<file path="src/rtl/alu_md_pkg.sv">
// rtl/alu_md_pkg.sv - op codes, FSM encoding and sizing constants for the mult/div sequencer
package alu_md_pkg;

  localparam int MD_DATA_WIDTH = 32;
  localparam int ITER_W        = $clog2(MD_DATA_WIDTH);

  typedef enum logic [1:0] {
    MD_MULTU = 2'b00,
    MD_MULT  = 2'b01,
    MD_DIVU  = 2'b10,
    MD_DIV   = 2'b11
  } md_op_e;

  typedef enum logic [1:0] {
    ST_IDLE  = 2'b00,
    ST_CALC  = 2'b01,
    ST_FIXUP = 2'b10
  } md_state_e;

endpackage

</file>
<file path="src/rtl/md_iter_step.sv">
// rtl/md_iter_step.sv - one combinational shift/add (mult) or shift/subtract (div) step
module md_iter_step #(
  parameter int DATA_WIDTH = 32
) (
  input  logic                  is_div,
  input  logic [DATA_WIDTH-1:0] acc,
  input  logic [DATA_WIDTH-1:0] shadow,
  input  logic [DATA_WIDTH-1:0] operand,
  output logic [DATA_WIDTH-1:0] acc_next,
  output logic [DATA_WIDTH-1:0] shadow_next
);

  logic [DATA_WIDTH:0]   sum;
  logic [DATA_WIDTH:0]   shifted;
  logic [DATA_WIDTH-1:0] diff;

  // Mult: acc is the running high half, shadow the multiplier shifting out low.
  // Div: acc is the partial remainder, shadow shifts dividend bits out and quotient bits in.
  always_comb begin
    sum         = {1'b0, acc} + {1'b0, operand};
    shifted     = {acc, shadow[DATA_WIDTH-1]};
    // The remainder after a successful trial is below the divisor, so DW bits suffice.
    diff        = shifted[DATA_WIDTH-1:0] - operand;
    acc_next    = acc;
    shadow_next = shadow;
    if (is_div) begin
      if (shifted >= {1'b0, operand}) begin
        acc_next    = diff;
        shadow_next = {shadow[DATA_WIDTH-2:0], 1'b1};
      end else begin
        acc_next    = shifted[DATA_WIDTH-1:0];
        shadow_next = {shadow[DATA_WIDTH-2:0], 1'b0};
      end
    end else begin
      if (shadow[0]) begin
        acc_next    = sum[DATA_WIDTH:1];
        shadow_next = {sum[0], shadow[DATA_WIDTH-1:1]};
      end else begin
        acc_next    = {1'b0, acc[DATA_WIDTH-1:1]};
        shadow_next = {acc[0], shadow[DATA_WIDTH-1:1]};
      end
    end
  end

endmodule

</file>
<file path="src/rtl/alu_md_sequencer.sv">
// rtl/alu_md_sequencer.sv - iterative mult/multu/div/divu sequencer with start/busy/done handshake
module alu_md_sequencer
  import alu_md_pkg::*;
#(
  parameter int DATA_WIDTH = MD_DATA_WIDTH
) (
  input  logic                  clk,
  input  logic                  rst_n,
  input  logic                  start,
  input  logic [1:0]            op,
  input  logic [DATA_WIDTH-1:0] a_in,
  input  logic [DATA_WIDTH-1:0] b_in,
  input  logic                  abort,
  output logic                  busy,
  output logic                  done,
  output logic                  div_by_zero,
  output logic [DATA_WIDTH-1:0] hi_out,
  output logic [DATA_WIDTH-1:0] lo_out
);

  localparam int CNT_W = (DATA_WIDTH > 1) ? $clog2(DATA_WIDTH) : 1;

  md_state_e               state;
  logic [CNT_W-1:0]        cnt;
  logic                    is_div;
  logic                    sign_a;
  logic                    sign_b;
  logic                    b_zero;
  logic [DATA_WIDTH-1:0]   a_raw;
  logic [DATA_WIDTH-1:0]   operand;
  logic [DATA_WIDTH-1:0]   acc;
  logic [DATA_WIDTH-1:0]   shadow;
  logic [DATA_WIDTH-1:0]   acc_next;
  logic [DATA_WIDTH-1:0]   shadow_next;

  logic                    op_div;
  logic                    op_signed;
  logic                    a_neg;
  logic                    b_neg;
  logic [DATA_WIDTH-1:0]   a_mag;
  logic [DATA_WIDTH-1:0]   b_mag;

  logic [2*DATA_WIDTH-1:0] prod;
  logic [2*DATA_WIDTH-1:0] prod_fix;
  logic [DATA_WIDTH-1:0]   fix_hi;
  logic [DATA_WIDTH-1:0]   fix_lo;
  logic                    fix_dbz;

  md_iter_step #(
    .DATA_WIDTH(DATA_WIDTH)
  ) u_step (
    .is_div      (is_div),
    .acc         (acc),
    .shadow      (shadow),
    .operand     (operand),
    .acc_next    (acc_next),
    .shadow_next (shadow_next)
  );

  // Decode the request and reduce signed operands to magnitudes; INT_MIN maps onto itself, which is the correct unsigned magnitude.
  always_comb begin
    op_div    = (op == MD_DIVU) || (op == MD_DIV);
    op_signed = (op == MD_MULT) || (op == MD_DIV);
    a_neg     = op_signed & a_in[DATA_WIDTH-1];
    b_neg     = op_signed & b_in[DATA_WIDTH-1];
    a_mag     = a_neg ? -a_in : a_in;
    b_mag     = b_neg ? -b_in : b_in;
  end

  // Re-apply result signs; divide-by-zero bypasses the datapath result entirely.
  always_comb begin
    prod     = {acc, shadow};
    prod_fix = (sign_a ^ sign_b) ? -prod : prod;
    fix_hi   = prod_fix[2*DATA_WIDTH-1:DATA_WIDTH];
    fix_lo   = prod_fix[DATA_WIDTH-1:0];
    fix_dbz  = 1'b0;
    if (is_div) begin
      if (b_zero) begin
        fix_hi  = a_raw;
        fix_lo  = '1;
        fix_dbz = 1'b1;
      end else begin
        fix_lo = (sign_a ^ sign_b) ? -shadow : shadow;
        fix_hi = sign_a ? -acc : acc;
      end
    end
  end

  // Sequencer FSM: IDLE latches the request, CALC iterates DW steps, FIXUP publishes the result.
  always_ff @(posedge clk or negedge rst_n) begin
    if (!rst_n) begin
      state       <= ST_IDLE;
      cnt         <= '0;
      is_div      <= 1'b0;
      sign_a      <= 1'b0;
      sign_b      <= 1'b0;
      b_zero      <= 1'b0;
      a_raw       <= '0;
      operand     <= '0;
      acc         <= '0;
      shadow      <= '0;
      busy        <= 1'b0;
      done        <= 1'b0;
      div_by_zero <= 1'b0;
      hi_out      <= '0;
      lo_out      <= '0;
    end else begin
      done <= 1'b0;
      case (state)
        ST_IDLE: begin
          if (start) begin
            is_div      <= op_div;
            sign_a      <= a_neg;
            sign_b      <= b_neg;
            b_zero      <= op_div && (b_in == '0);
            a_raw       <= a_in;
            operand     <= op_div ? b_mag : a_mag;
            shadow      <= op_div ? a_mag : b_mag;
            acc         <= '0;
            cnt         <= '0;
            busy        <= 1'b1;
            div_by_zero <= 1'b0;
            state       <= ST_CALC;
          end
        end
        ST_CALC: begin
          if (abort) begin
            busy  <= 1'b0;
            state <= ST_IDLE;
          end else begin
            acc    <= acc_next;
            shadow <= shadow_next;
            cnt    <= cnt + 1'b1;
            if (cnt == CNT_W'(DATA_WIDTH - 1)) begin
              state <= ST_FIXUP;
            end
          end
        end
        ST_FIXUP: begin
          busy  <= 1'b0;
          state <= ST_IDLE;
          if (!abort) begin
            hi_out      <= fix_hi;
            lo_out      <= fix_lo;
            div_by_zero <= fix_dbz;
            done        <= 1'b1;
          end
        end
        default: begin
          busy  <= 1'b0;
          state <= ST_IDLE;
        end
      endcase
    end
  end

endmodule

</file>
<file path="config.mk">
export PLATFORM = sky130hd
export DESIGN_NAME = alu_md_sequencer
export DESIGN_NICKNAME = d
export VERILOG_FILES = /design/src/rtl/alu_md_pkg.sv /design/src/rtl/md_iter_step.sv /design/src/rtl/alu_md_sequencer.sv
export SDC_FILE = /design/constraint.sdc
export NUM_CORES = 1
export LEC_CHECK = 0
export CORE_UTILIZATION = 54
export DETAILED_ROUTE_END_ITERATION = 10
export DONT_BUFFER_PORTS = 1
export PLACE_DENSITY_LB_ADDON = 0.2
export SLEW_MARGIN = 10
export SYNTH_ARGS = -nofsm -noshare
export SYNTH_HDL_FRONTEND = slang
export SYNTH_SLANG_ARGS = --single-unit
</file>
<file path="constraint.sdc">
create_clock -name clk -period 3.1 [get_ports clk]
set_input_delay 0.465 -clock clk [delete_from_list [all_inputs] [get_ports clk]]
set_output_delay 0.465 -clock clk [all_outputs]
set_load 0.1 [all_outputs]
</file>
==> results of run 1 <==
placed cells by master, fill, tap and decap left out, drive strengths merged, types with 22 or more instances in the layout:
cell,n
nand2,309
buf,219
dfrtp,206
nor2,203
a21oi,198
o21ai,174
xor2,105
xnor2,89
ha,70
inv,70
mux2i,67
nor3,56
nand3,37
clkbuf,33
o211ai,27
a21o,25
nand2b,23
o31ai,23
a211oi,22
power by group through the flow:
| stage | clock, mW | sequential (mW) | combinational [mW] |
|---|---|---|---|
| 6_report | 2.84 | 3.92 | 12.4 |
| 5_1_grt | 2.96 | 3.96 | 13.3 |
| 4_1_cts | 2.85 | 3.87 | 11.8 |
| 3_5_place_dp | 0 | 3.92 | 11.7 |
| 3_3_place_gp | 0 | 3.89 | 11.6 |
| 2_1_floorplan | 0 | 3.67 | 7.40 |
per-stage QoR:
step / setup TNS (ns) / instances / power (mW) / hold slack, ns
floorplan: 0 / 2174 / 11.1 / 0.169
global placement: -1.57 / 2630 / 15.5 / 0.187
detailed placement: -1.69 / 2630 / 15.6 / 0.187
CTS: 0 / 2671 / 18.5 / -0.403
global route: -0.116 / 2674 / 20.3 / -0.406
finish: 0 / 2675 / 19.2 / -0.388
final cells by class:
cell class	instances	area (µm²)
Clock inverter	6	70.1
Clock buffer	33	686
Antenna cell	1	2.50
Sequential cell	206	5160
Tap cell	396	495
Multi-Input combinational cell	1741	11200
Inverter	71	267
Timing Repair Buffer	221	1710
Fill cell	2754	11100
final timing paths:
path	to	slack, ns
max in group asynchronous	operand[29]	2.76
worst max-delay path	hi_out[2]	0.006
worst min register to register	a_raw[21]	0.48
worst min-delay path	acc[16]	-0.39
worst max register to register	hi_out[2]	0.006
min in group clk	a_raw[27]	0.02
state kept, by name, indices dropped and copies added (netlist names), 2 cells and up:
name,flops
hi_out,32
lo_out,32
acc,32
shadow,32
a_raw,32
cnt,5
operand,32
state,2
Yosys cell counts (54+ instances only):
| master | count |
|---|---|
| a21oi_1 | 198 |
| clkbuf_1 | 131 |
| dfrtp_1 | 206 |
| ha_1 | 70 |
| inv_1 | 69 |
| mux2i_1 | 67 |
| nand2_1 | 308 |
| nor2_1 | 202 |
| nor3_1 | 54 |
| o21ai_0 | 165 |
| xnor2_1 | 89 |
| xor2_1 | 105 |
kinds of logic after synthesis:
family | share of synthesized area
AOI/OAI and AO/OA | 0.234
muxes | 0.0469
xor gates and xnor gates | 0.100
DFF | 0.304
adders and majority gates | 0.0541
buffers and inverters | 0.0512
and+or+nand+nor | 0.209
what timing repair did:
action,4_1_cts,5_1_grt
setup endpoints to repair,14,36
resized for setup,9,52
pin swaps,2,11
endpoints found under the hold margin,208,206
gates cloned,0,0
buffers inserted,0,3
critical path: stages (launching register included):
cell and delay, ns:
dfrtp_1 0.37, or4_4 0.55, or4_4 0.56, or2_1 0.27
or3_4 0.37, nor3_4 0.36, a21oi_1 0.17, xnor2_1 0.22
a21oi_1 0.11
per-layer routing:
metal	track usage	share of wire	vias to the layer above
li1	-	-	7916
met1	0.542	0.41	8369
met2	0.630	0.44	906
met3	0.0922	0.10	165
met4	0.162	0.044	4
met5	0	0.00034	-
==> metrics, run 1 <==
final setup violation count=0; Hold WC Path Type=input port to async pin; ys flop type=dfrtp_1; Cell Area, Synth=0.0169 mm²; Worst Setup SP=shadow[10]; clock group share of total power=0.148; Synth area leaders=dfrtp_1 (30%), nand2_1 (6.8%), a21oi_1 (5.9%), xor2_1 (5.4%), ha_1 (5.2%); Async SR Flop Fraction=1.00; average cell area after synthesis=7.79 µm²; Synth area leader=dfrtp_1; power per cell area=979 mW/mm²; maximum clock rate=0.323 GHz; routability cong.=1.01; average via count per standard cell=6.49; DP Area=0.0186 mm²; vias=17400; initial antenna violation count=2; Routed WL=65.4 mm; NetSw=9.11 mW; Routed Antenna Nets=0; layout cell share with drive strength beyond 1=0.153; DRT iter0 DRCs=1817; WS Path Type=flip-flop to flip-flop; die area=0.0321 mm²; pre-CTS setup slack=-0.477 ns; leak pwr=8.79 nW; worst hold margin=-0.388 ns; internal power=10.1 mW; Max-Cap Viols=0; largest net degree at the start of global routing=207; Setup WS post-layout=0.00581 ns; VDD IR-drop max=0.526 mV; Clock Path Buffers=3; Seq cells post-synth=206; drt wl/cell=24.4 µm; crit path time final=3.09 ns; wire length of the first global-routing pass=97.4 mm; htree depth=1; crit path DAT=3.53 ns; GRT Residual Overflow=0; r2r worst-path depth=8; failing checks=design-rule violations, negative hold slack; Die Wd=179 µm; Synth cell types=85; Critical Path End Type=flip-flop; worst-margin pin slew=0.966 ns; crit path max fanout=5; Worst Path Required=3.54 ns; total CTS buffers=25; EDFF count, synth=0; number of global-route vias before repair=16200; Die Height=179 µm; final core occ=0.638; drt pass-1 iters=9; core box area=0.0307 mm²; Synth top area share=0.304; Sw Ratio=0.475; Slew Viols, Final=0; Mapped Cells=2174; CTS tree=built; nets=2408; Reg power frac=0.204; # IOs=137; YS warnings=0; Fin. Hold Viols=206; input/output buffers=0; clk sink count=206; RSZ-0062 raised after global routing=true; DRC=16; Post-Syn Nets=2316; area delta synth->final=15.9%; Reg clk slew, reported paths=0.06 ns; clock skew=0.0140 ns; fin crit share=0.998; # hold bufs at CTS=2; Post-DP HPWL=50.0 mm; Relative slew margins=0.356; Gate power share=0.648; total track usage=0.406; CP Launch Type=flip-flop; Initial Utilization=0.551; Seq/Total Area, Yosys=0.304; root buffer cell=clkbuf_16; cell area after layout=0.0196 mm²; outcome=finished with violations; standard-cell rows=64; FF-to-FF Start=shadow[10]; clock latency on the worst-skew pair=0.56 ns
(Power assumes the default switching activity.)
==> run 2, diff against run 1 <==
- CORE_UTILIZATION: 54 -> 40
- PLACE_DENSITY: unset -> 0.56
- PLACE_DENSITY_LB_ADDON: 0.2 -> unset
==> run 2 against run 1 <==
  * The run ends with negative hold slack left
  * Final area is 3.4% higher
  * Core utilization is 15 points lower
  * Hold slack worse by 0.010 ns
  * Setup slack better by 0.076 ns
  * Register-to-register slack better by 0.08 ns
  * Global-route usage is 9.3 points lower
  * First-iteration DRC count is 11% lower
  * Total power is 2.4% higher
  * Clock-buffer cell count is 2 lower
  * Routed wire length is 5.2% higher
  * Critical endpoint is now hi_out[31]
  * Largest cell class unchanged
  * Highest routed layer is now met4
==> metrics, run 2 (synthesized netlist as in run 1, its figures left out) <==
wire length of the first global-routing pass=104 mm (was 97.4 mm); worst-margin pin slew=1.04 ns (was 0.966 ns); die area=0.0432 mm² (was 0.0321 mm²); # IOs=137 (unchanged); Die Height=208 µm (was 179 µm); # hold bufs at CTS=6 (was 2); GRT Residual Overflow=0 (unchanged); htree depth=1 (unchanged); Reg clk slew, reported paths=0.06 ns (about the same); Initial Utilization=0.405 (was 0.551); final setup violation count=0 (unchanged); DRT iter0 DRCs=1621 (was 1817); Fin. Hold Viols=206 (unchanged); CP Launch Type=flip-flop (unchanged); Relative slew margins=0.304 (was 0.356); area delta synth->final=19.9% (was 15.9%); drt wl/cell=24.1 µm (was 24.4 µm); leak pwr=9.01 nW (was 8.79 nW); Die Wd=208 µm (was 179 µm); clk sink count=206 (unchanged); vias=17300 (was 17400); Worst Path Required=3.53 ns (was 3.54 ns); number of global-route vias before repair=16500 (was 16200); Max-Cap Viols=0 (unchanged); Routed Antenna Nets=0 (unchanged); initial antenna violation count=1 (was 2); maximum clock rate=0.331 GHz (was 0.323 GHz); Slew Viols, Final=0 (unchanged); outcome=finished with violations (unchanged); layout cell share with drive strength beyond 1=0.174 (was 0.153); worst hold margin=-0.398 ns (was -0.388 ns); core box area=0.0419 mm² (was 0.0307 mm²); WS Path Type=flip-flop to flip-flop (unchanged); largest net degree at the start of global routing=207 (unchanged); root buffer cell=clkbuf_16 (unchanged); crit path max fanout=9 (was 5); non-filler cells, final=2856 (was 2675); clock latency on the worst-skew pair=0.56 ns (about the same); Critical Path End Type=flip-flop (unchanged); most frequent cells in the layout=nand2_1 (307), buf_4 (234), dfrtp_1 (201), nor2_1 (198), a21oi_1 (188) (was nand2_1 (307), buf_4 (215), dfrtp_1 (201), nor2_1 (200), a21oi_1 (191)); DRC=0 (was 16); CTS tree=built (unchanged); Placed Instances=2799 (was 2630); fin crit share=0.974 (was 0.998); Post-DP HPWL=52.9 mm (was 50.0 mm); nets=2439 (was 2408); RSZ-0062 raised after global routing=true (unchanged); clock skew=0.0102 ns (was 0.0140 ns); VDD IR-drop max=0.527 mV (was 0.526 mV); crit path time final=3.02 ns (was 3.09 ns); Hold WC Path Type=input port to async pin (unchanged); failing checks=negative hold slack (was design-rule violations, negative hold slack); total CTS buffers=25 (unchanged); crit path DAT=3.45 ns (was 3.53 ns); Fill cells=4146 (was 2754); input/output buffers=0 (unchanged); average via count per standard cell=6.05 (was 6.49); routability cong.=0.956 (was 1.01); drt pass-1 iters=5 (was 9); total track usage=0.312 (was 0.406); power per cell area=969 mW/mm² (was 979 mW/mm²); Routed WL=68.8 mm (was 65.4 mm); standard-cell rows=75 (was 64); final setup TNS=0 ns (unchanged); Clock Path Buffers=3 (unchanged); commonest non-fill, non-tap cell in the layout=nand2_1 (unchanged)
## run 2: cell types whose count changed in the layout (fill, tap and decap cells not counted), moves of 4 or more
cell	previous run	this run
o21ai_0	160	154
buf_4	215	234
o31ai_1	21	17
o21ai_1	12	16
buf_12	4	10
dlygate4sd3_1	2	6
clkinv_2	4	10
## run 2: critical path: stages, from the launching register on
cell     delay [ns]
dfrtp_1        0.38
or4_4          0.54
or4b_4         0.56
nor4_4         0.38
and3_4         0.27
buf_12         0.13
nand3_4        0.13
o21ai_2        0.17
xnor2_1        0.07
o21ai_1        0.18
o21ai_1        0.08
## run 2: final timing paths
kind / cells past startpoint / endpoint / slack [ns] / from
setup / recovery: 10 / hi_out[31] / 0.08 / shadow[19]
hold / removal: 0 / lo_out[15] / -0.40 / rst_n
setup reg to reg: 10 / hi_out[31] / 0.08 / shadow[19]
hold reg to reg: 2 / a_raw[21] / 0.47 / a_raw[21]
max in group asynchronous: 0 / hi_out[31] / 3.14 / rst_n
min in group clk: 2 / a_raw[9] / 0.01 / a_in[9]
## run 2: routing by layer
layer,vias up,track usage,share of wire
li1,8012,-,-
met1,8375,0.425,0.43
met2,759,0.490,0.45
met3,124,0.0592,0.081
met4,0,0.120,0.041
met5,-,0,0
## run 2: cell type report
cell class	instances	area [µm²]	area share
sequential	206	5160	0.254
clock inverter	15	135	0.00666
antenna	1	2.50	0.000123
tap	539	674	0.0332
clock buffer	31	678	0.0334
multi-input combinational	1741	11300	0.558
inverter	71	267	0.0131
timing repair buffer	252	2040	0.101
## run 2: timing repair
item	in CTS	in global routing
gates resized for setup	9	87
pin swaps	1	20
endpoints found under the setup margin	30	47
setup buffers	0	4
endpoints found under the hold margin	212	206
## run 2: stage by stage
stage	util	power, mW	setup WS, ns	cell area (µm²)
2_1_floorplan	-	11.1	0.0157	16900
3_3_place_gp	0.454	15.7	-0.177	19000
3_5_place_dp	0.454	15.8	-0.144	19000
4_1_cts	0.476	18.9	-0.0131	19900
5_1_grt	0.485	20.8	-0.0653	20300
6_report	0.485	19.7	0.0816	20300
## run 2: where the power goes
part           internal (mW)  total [mW]  switching, mW
logic                   5.44        12.9           7.42
clock network           1.72        2.98           1.27
registers               3.23        3.82          0.587
total                   10.4        19.7           9.27
==> RTL edit 1: new RTL, settings of run 2 <==
Set the package constant `MD_DATA_WIDTH` to 16 (it was 32).
--- a/src/rtl/alu_md_pkg.sv
+++ b/src/rtl/alu_md_pkg.sv
@@ -2,5 +2,5 @@
 package alu_md_pkg;
 
-  localparam int MD_DATA_WIDTH = 32;
+  localparam int MD_DATA_WIDTH = 16;
   localparam int ITER_W        = $clog2(MD_DATA_WIDTH);
 
Interface: changed (resized a_in, b_in, hi_out and lo_out); port bits go from 137 to 73. No check against the original RTL was run, so the function may have changed too.
==> RTL edit 1 against run 2 <==
- synthesized cell count decreased by 52%
- cell area down 55%
- worst setup slack improved by 0.13 ns
- power fell by 60%
- die area is 50% lower
- via count shrank 57%
- final cell count shrank 54%
- sequential cell count is 97 lower
- area after synthesis is 50% lower
- first-iteration DRC count down 64%
- wire length shrank 62%
- critical path type unchanged
- critical endpoint is now acc[14]
- highest routed layer unchanged
==> RTL edit 1: results (changes against run 2) <==
cts repair resizes 0 (was 9); crit path from shadow[15] (was shadow[19]); area share of buffers outside the clock network 0.0389 (was 0.101); DP HPWL 19500 um (was 52900 um); Worst-Skew Late Latency 0.37 ns (was 0.56 ns); Buffers, non-clock 43 (was 252); mux cell area share after synthesis 0.0523 (was 0.0469); # fillers 2071 (was 4146); Non-clk invs 39 (was 71); first-pass GRT wire length 41800 um (was 104000 um); Placed Cells 1287 (was 2799); H-tree depth 3 (was 1); Hold Buf Count CTS 1 (was 6); Sink Count 109 (was 206); clock network area share 0.0308 (was 0.0401); fraction of layout instances using a drive strength above 1 0.0783 (was 0.174); Final nets 1106 (was 2439); pre-CTS setup slack 0.231 ns (was -0.144 ns); Clock transition at path regs 0.08 ns (was 0.06 ns); Longest Clk Path Bufs 2 (was 3); sequential share of the synthesized area 0.324 (was 0.304); Compound-Gate Fraction of Synth Area 0.233 (was 0.234); via-per-instance ratio 5.75 (was 6.05); number of global-route vias before repair 7369 (was 16500); Post-Synth Adder-Cell Area 0.0598 (was 0.0541); Seq pwr share 0.269 (was 0.194); CP arrival 3.15 ns (was 3.45 ns); Post-DP Area 8830 um2 (was 19000 um2); Yosys cell types 70 (was 85); Met1 Routed Length 12400 um (was 29700 um); global routing usage on met2 0.384 (was 0.490); TritonRoute pass-1 iters 6 (was 5); met1 usage 0.359 (was 0.425); max_slew headroom 0.305 (was 0.304); Total Power 0.00782 W (was 0.0197 W); Post-synth top cells nand2_1, a21oi_1, dfrtp_1 (was nand2_1, dfrtp_1, nor2_1); syn_area_per_cell 8.08 um2 (was 7.79 um2); VDD IR max 0.358 mV (was 0.527 mV); Antenna diodes 0 (was 1); GPL Wtd Cong 0.886 (was 0.956); DR WL/cell 20.0 um (was 24.1 um); combinational share of power 0.584 (was 0.654); crit path max fanout 3 (was 9); pin count of the biggest net entering global routing 110 (was 207); Initial DRC Count 591 (was 1621); Multi-input comb cells 827 (was 1741); Critical Path End acc[14] (was hi_out[31]); status complete, no violations (was finished, violations left); Post-Synth XOR/XNOR Area 0.0978 (was 0.100); GR Util met3 0.0429 (was 0.0592); initial antenna violation count 0 (was 1); gr usage total 0.250 (was 0.312)
RTL edit 1: how the worst min path moves through the flow:
| stage | from | to | slack, ns | cells past startpoint |
|---|---|---|---|---|
| 2_1_floorplan | rst_n | a_raw[0] | 0.17 | 0 |
| 3_3_place_gp | rst_n | acc[11] | 0.18 | 0 |
| 3_5_place_dp | rst_n | acc[11] | 0.18 | 0 |
| 4_1_cts | rst_n | shadow[0] | 0.08 | 1 |
| 5_1_grt | rst_n | operand[10] | 0.07 | 1 |
| 6_report | rst_n | acc[10] | 0.02 | 1 |
RTL edit 1: worst max-delay path, cell delays in order, from the launching register on:
cell	delay, ns
dfrtp_1	0.38
inv_1	0.11
ha_1	0.20
inv_1	0.06
fa_1	0.44
a211oi_1	0.22
o21bai_1	0.10
a2111oi_0	0.42
o21ai_0	0.22
nand2_1	0.09
a22oi_1	0.06
a31o_2	0.26
o31ai_1	0.22
==> RTL edit 2: new RTL, flow settings as in run 2 <==
Without the edit above. Register the output `hi_out` once more, with the module's reset; this adds one clock of latency there. The other outputs are not delayed to match.
--- a/src/rtl/alu_md_sequencer.sv
+++ b/src/rtl/alu_md_sequencer.sv
@@ -20,4 +20,6 @@
 
   localparam int CNT_W = (DATA_WIDTH > 1) ? $clog2(DATA_WIDTH) : 1;
+
+  logic [DATA_WIDTH-1:0] hi_s0;
 
   md_state_e               state;
@@ -103,5 +105,5 @@
       done        <= 1'b0;
       div_by_zero <= 1'b0;
-      hi_out      <= '0;
+      hi_s0       <= '0;
       lo_out      <= '0;
     end else begin
@@ -141,5 +143,5 @@
           state <= ST_IDLE;
           if (!abort) begin
-            hi_out      <= fix_hi;
+            hi_s0       <= fix_hi;
             lo_out      <= fix_lo;
             div_by_zero <= fix_dbz;
@@ -155,4 +157,12 @@
   end
 
+  always_ff @(posedge clk or negedge rst_n) begin
+    if (!rst_n) begin
+      hi_out <= '0;
+    end else begin
+      hi_out <= hi_s0;
+    end
+  end
+
 endmodule
 
Formal check against the unedited RTL: no difference found for any inputs over 4 cycles, from zero or initial values and one cycle with rst_n low; that may be too few to reach the edited logic, so the function may still have changed.
==> RTL edit 2 against run 2 <==
- the flow finishes with violations (negative hold slack, negative setup slack)
- cell area up 8.6%
- wire length down 0.85%
- highest routed layer unchanged
- worst setup slack worse by 0.20 ns
- area after synthesis up 3.2%
- power up 12%
- sequential cell count up 32
- clock power up 18%
- clock skew up 0.012 ns
- global-route usage down 1.1 points
==> RTL edit 2: results (changes against run 2) <==
status finished, violations left (unchanged); failing checks negative hold slack, negative setup slack (was negative hold slack); gr usage total 0.301 (was 0.312); TritonRoute pass-1 iters 6 (was 5); worst r2r src acc[13] (was shadow[19]); slew of the pin with the lowest slew margin 0.987 ns (was 1.04 ns); crit path max fanout 8 (was 9); fraction of layout instances using a drive strength above 1 0.223 (was 0.174); reg2reg end acc[1] (was hi_out[31]); pin count of the biggest net entering global routing 239 (was 207); # fillers 4074 (was 4146); vias 17300 (about the same); pre-CTS setup slack -0.457 ns (was -0.144 ns); # setup viols final 33 (was 0); VDD IR max 0.549 mV (was 0.527 mV); Fin Clk Skew 0.0223 ns (was 0.0102 ns); Initial DRC Count 1641 (was 1621); sequential share of the synthesized area 0.341 (was 0.304); Static Leakage 9.78 nW (was 9.01 nW); top cells by area, synth dfrtp_1, nand2_1, a21oi_1 (unchanged); DR WL/cell 23.2 um (was 24.1 um); Worst-Skew Late Latency 0.58 ns (was 0.56 ns); GPL Wtd Cong 1.00 (was 0.956); Hold Violations, Final 238 (was 206); Final nets 2473 (was 2439); CP arrival 3.68 ns (was 3.45 ns); Yosys cell types 77 (was 85); Hold Buf Count CTS 8 (was 6); H-tree depth 1 (unchanged); DP HPWL 50400 um (was 52900 um); Antenna diodes 0 (was 1); worst setup margin -0.118 ns (was 0.0816 ns); Synth Net Count 2288 (was 2316); first-pass GRT wire length 102000 um (was 104000 um); Hold Slack -0.412 ns (was -0.398 ns); Post-synth top cells nand2_1, dfrtp_1, a21oi_1 (was nand2_1, dfrtp_1, nor2_1); cts bufs inserted 29 (was 25)
RTL edit 2: repair_timing:
action / in CTS / in global routing
hold endpoints to repair: 246 / 238
setup endpoints to repair: 53 / 63
gates resized for setup: 84 / 150
setup buffers: 27 / 23
gates cloned: 2 / 0
pin swaps: 40 / 67
RTL edit 2: per-stage QoR:
stage                     hold WS (ns)  cell area [um2]  TNS (ns)  utilization  std cells
after floorplan                  0.169            17500    -0.133            -       2146
after global placement           0.194            19700     -4.84        0.458       2834
after detailed placement         0.192            19700     -5.95        0.458       2834
after CTS                       -0.409            21300     -2.32        0.495       2924
after global routing            -0.419            22000     -6.30        0.512       2938
final                           -0.412            22000     -1.81        0.512       2938
RTL edit 2: power by group:
part / switching, W / total, W / internal, W
combinational: 0.00757 / 0.0142 / 0.00667
clock: 0.00144 / 0.00351 / 0.00207
sequential: 0.000713 / 0.00436 / 0.00365
RTL edit 2: logic make-up after synthesis:
logic type,count (synthesis),synth area share
muxes,105,0.0607
DFF,238,0.341
and+or+nand+nor,687,0.179
AOI/OAI and AO/OA,628,0.219
buffers and inverters,215,0.0469
xor gates and xnor gates,201,0.101
adders and majority gates,72,0.0524
RTL edit 2: final cells by class:
| cell class | count | area (um2) | share of cell area |
|---|---|---|---|
| repair buffers | 311 | 2520 | 0.114 |
| well taps | 585 | 732 | 0.0332 |
| clock inverters | 14 | 166 | 0.00755 |
| flip-flops and latches | 238 | 5970 | 0.271 |
| multi-input cells | 1693 | 11600 | 0.528 |
| inverters | 58 | 218 | 0.00988 |
| clock buffers | 39 | 803 | 0.0364 |
RTL edit 2: layer usage:
layer / part of all wire / routed length (um) / vias up / track usage
met5: 0 / 0 / - / 0
met4: 0.048 / 3300 / 0 / 0.133
met3: 0.083 / 5640 / 145 / 0.0584
met2: 0.44 / 30000 / 747 / 0.458
met1: 0.43 / 29200 / 8393 / 0.414
li1: - / - / 7975 / -
RTL edit 2: worst max-delay path by stage:
stage	start	end	slack, ns	cells past startpoint
after floorplan	shadow[15]	hi_s0[7]	-0.06	11
after global routing	operand[14]	acc[15]	-0.22	14
after global placement	shadow[31]	acc[28]	-0.51	15
after CTS	shadow[31]	acc[28]	-0.16	15
final	acc[13]	acc[1]	-0.12	14
after detailed placement	shadow[31]	acc[28]	-0.46	15
RTL edit 2: worst max-delay path: stages, from the launching register on:
cell and delay (ns):
dfrtp_1 0.41, ha_4 0.29, nand4_1 0.21, or3_4 0.41, a211oi_4 0.21, o211ai_1 0.18, a31oi_2 0.21, a31oi_2 0.16
o21ai_4 0.19, buf_6 0.14, buf_12 0.14, buf_6 0.11, buf_8 0.10, o211ai_1 0.09, a22o_1 0.25
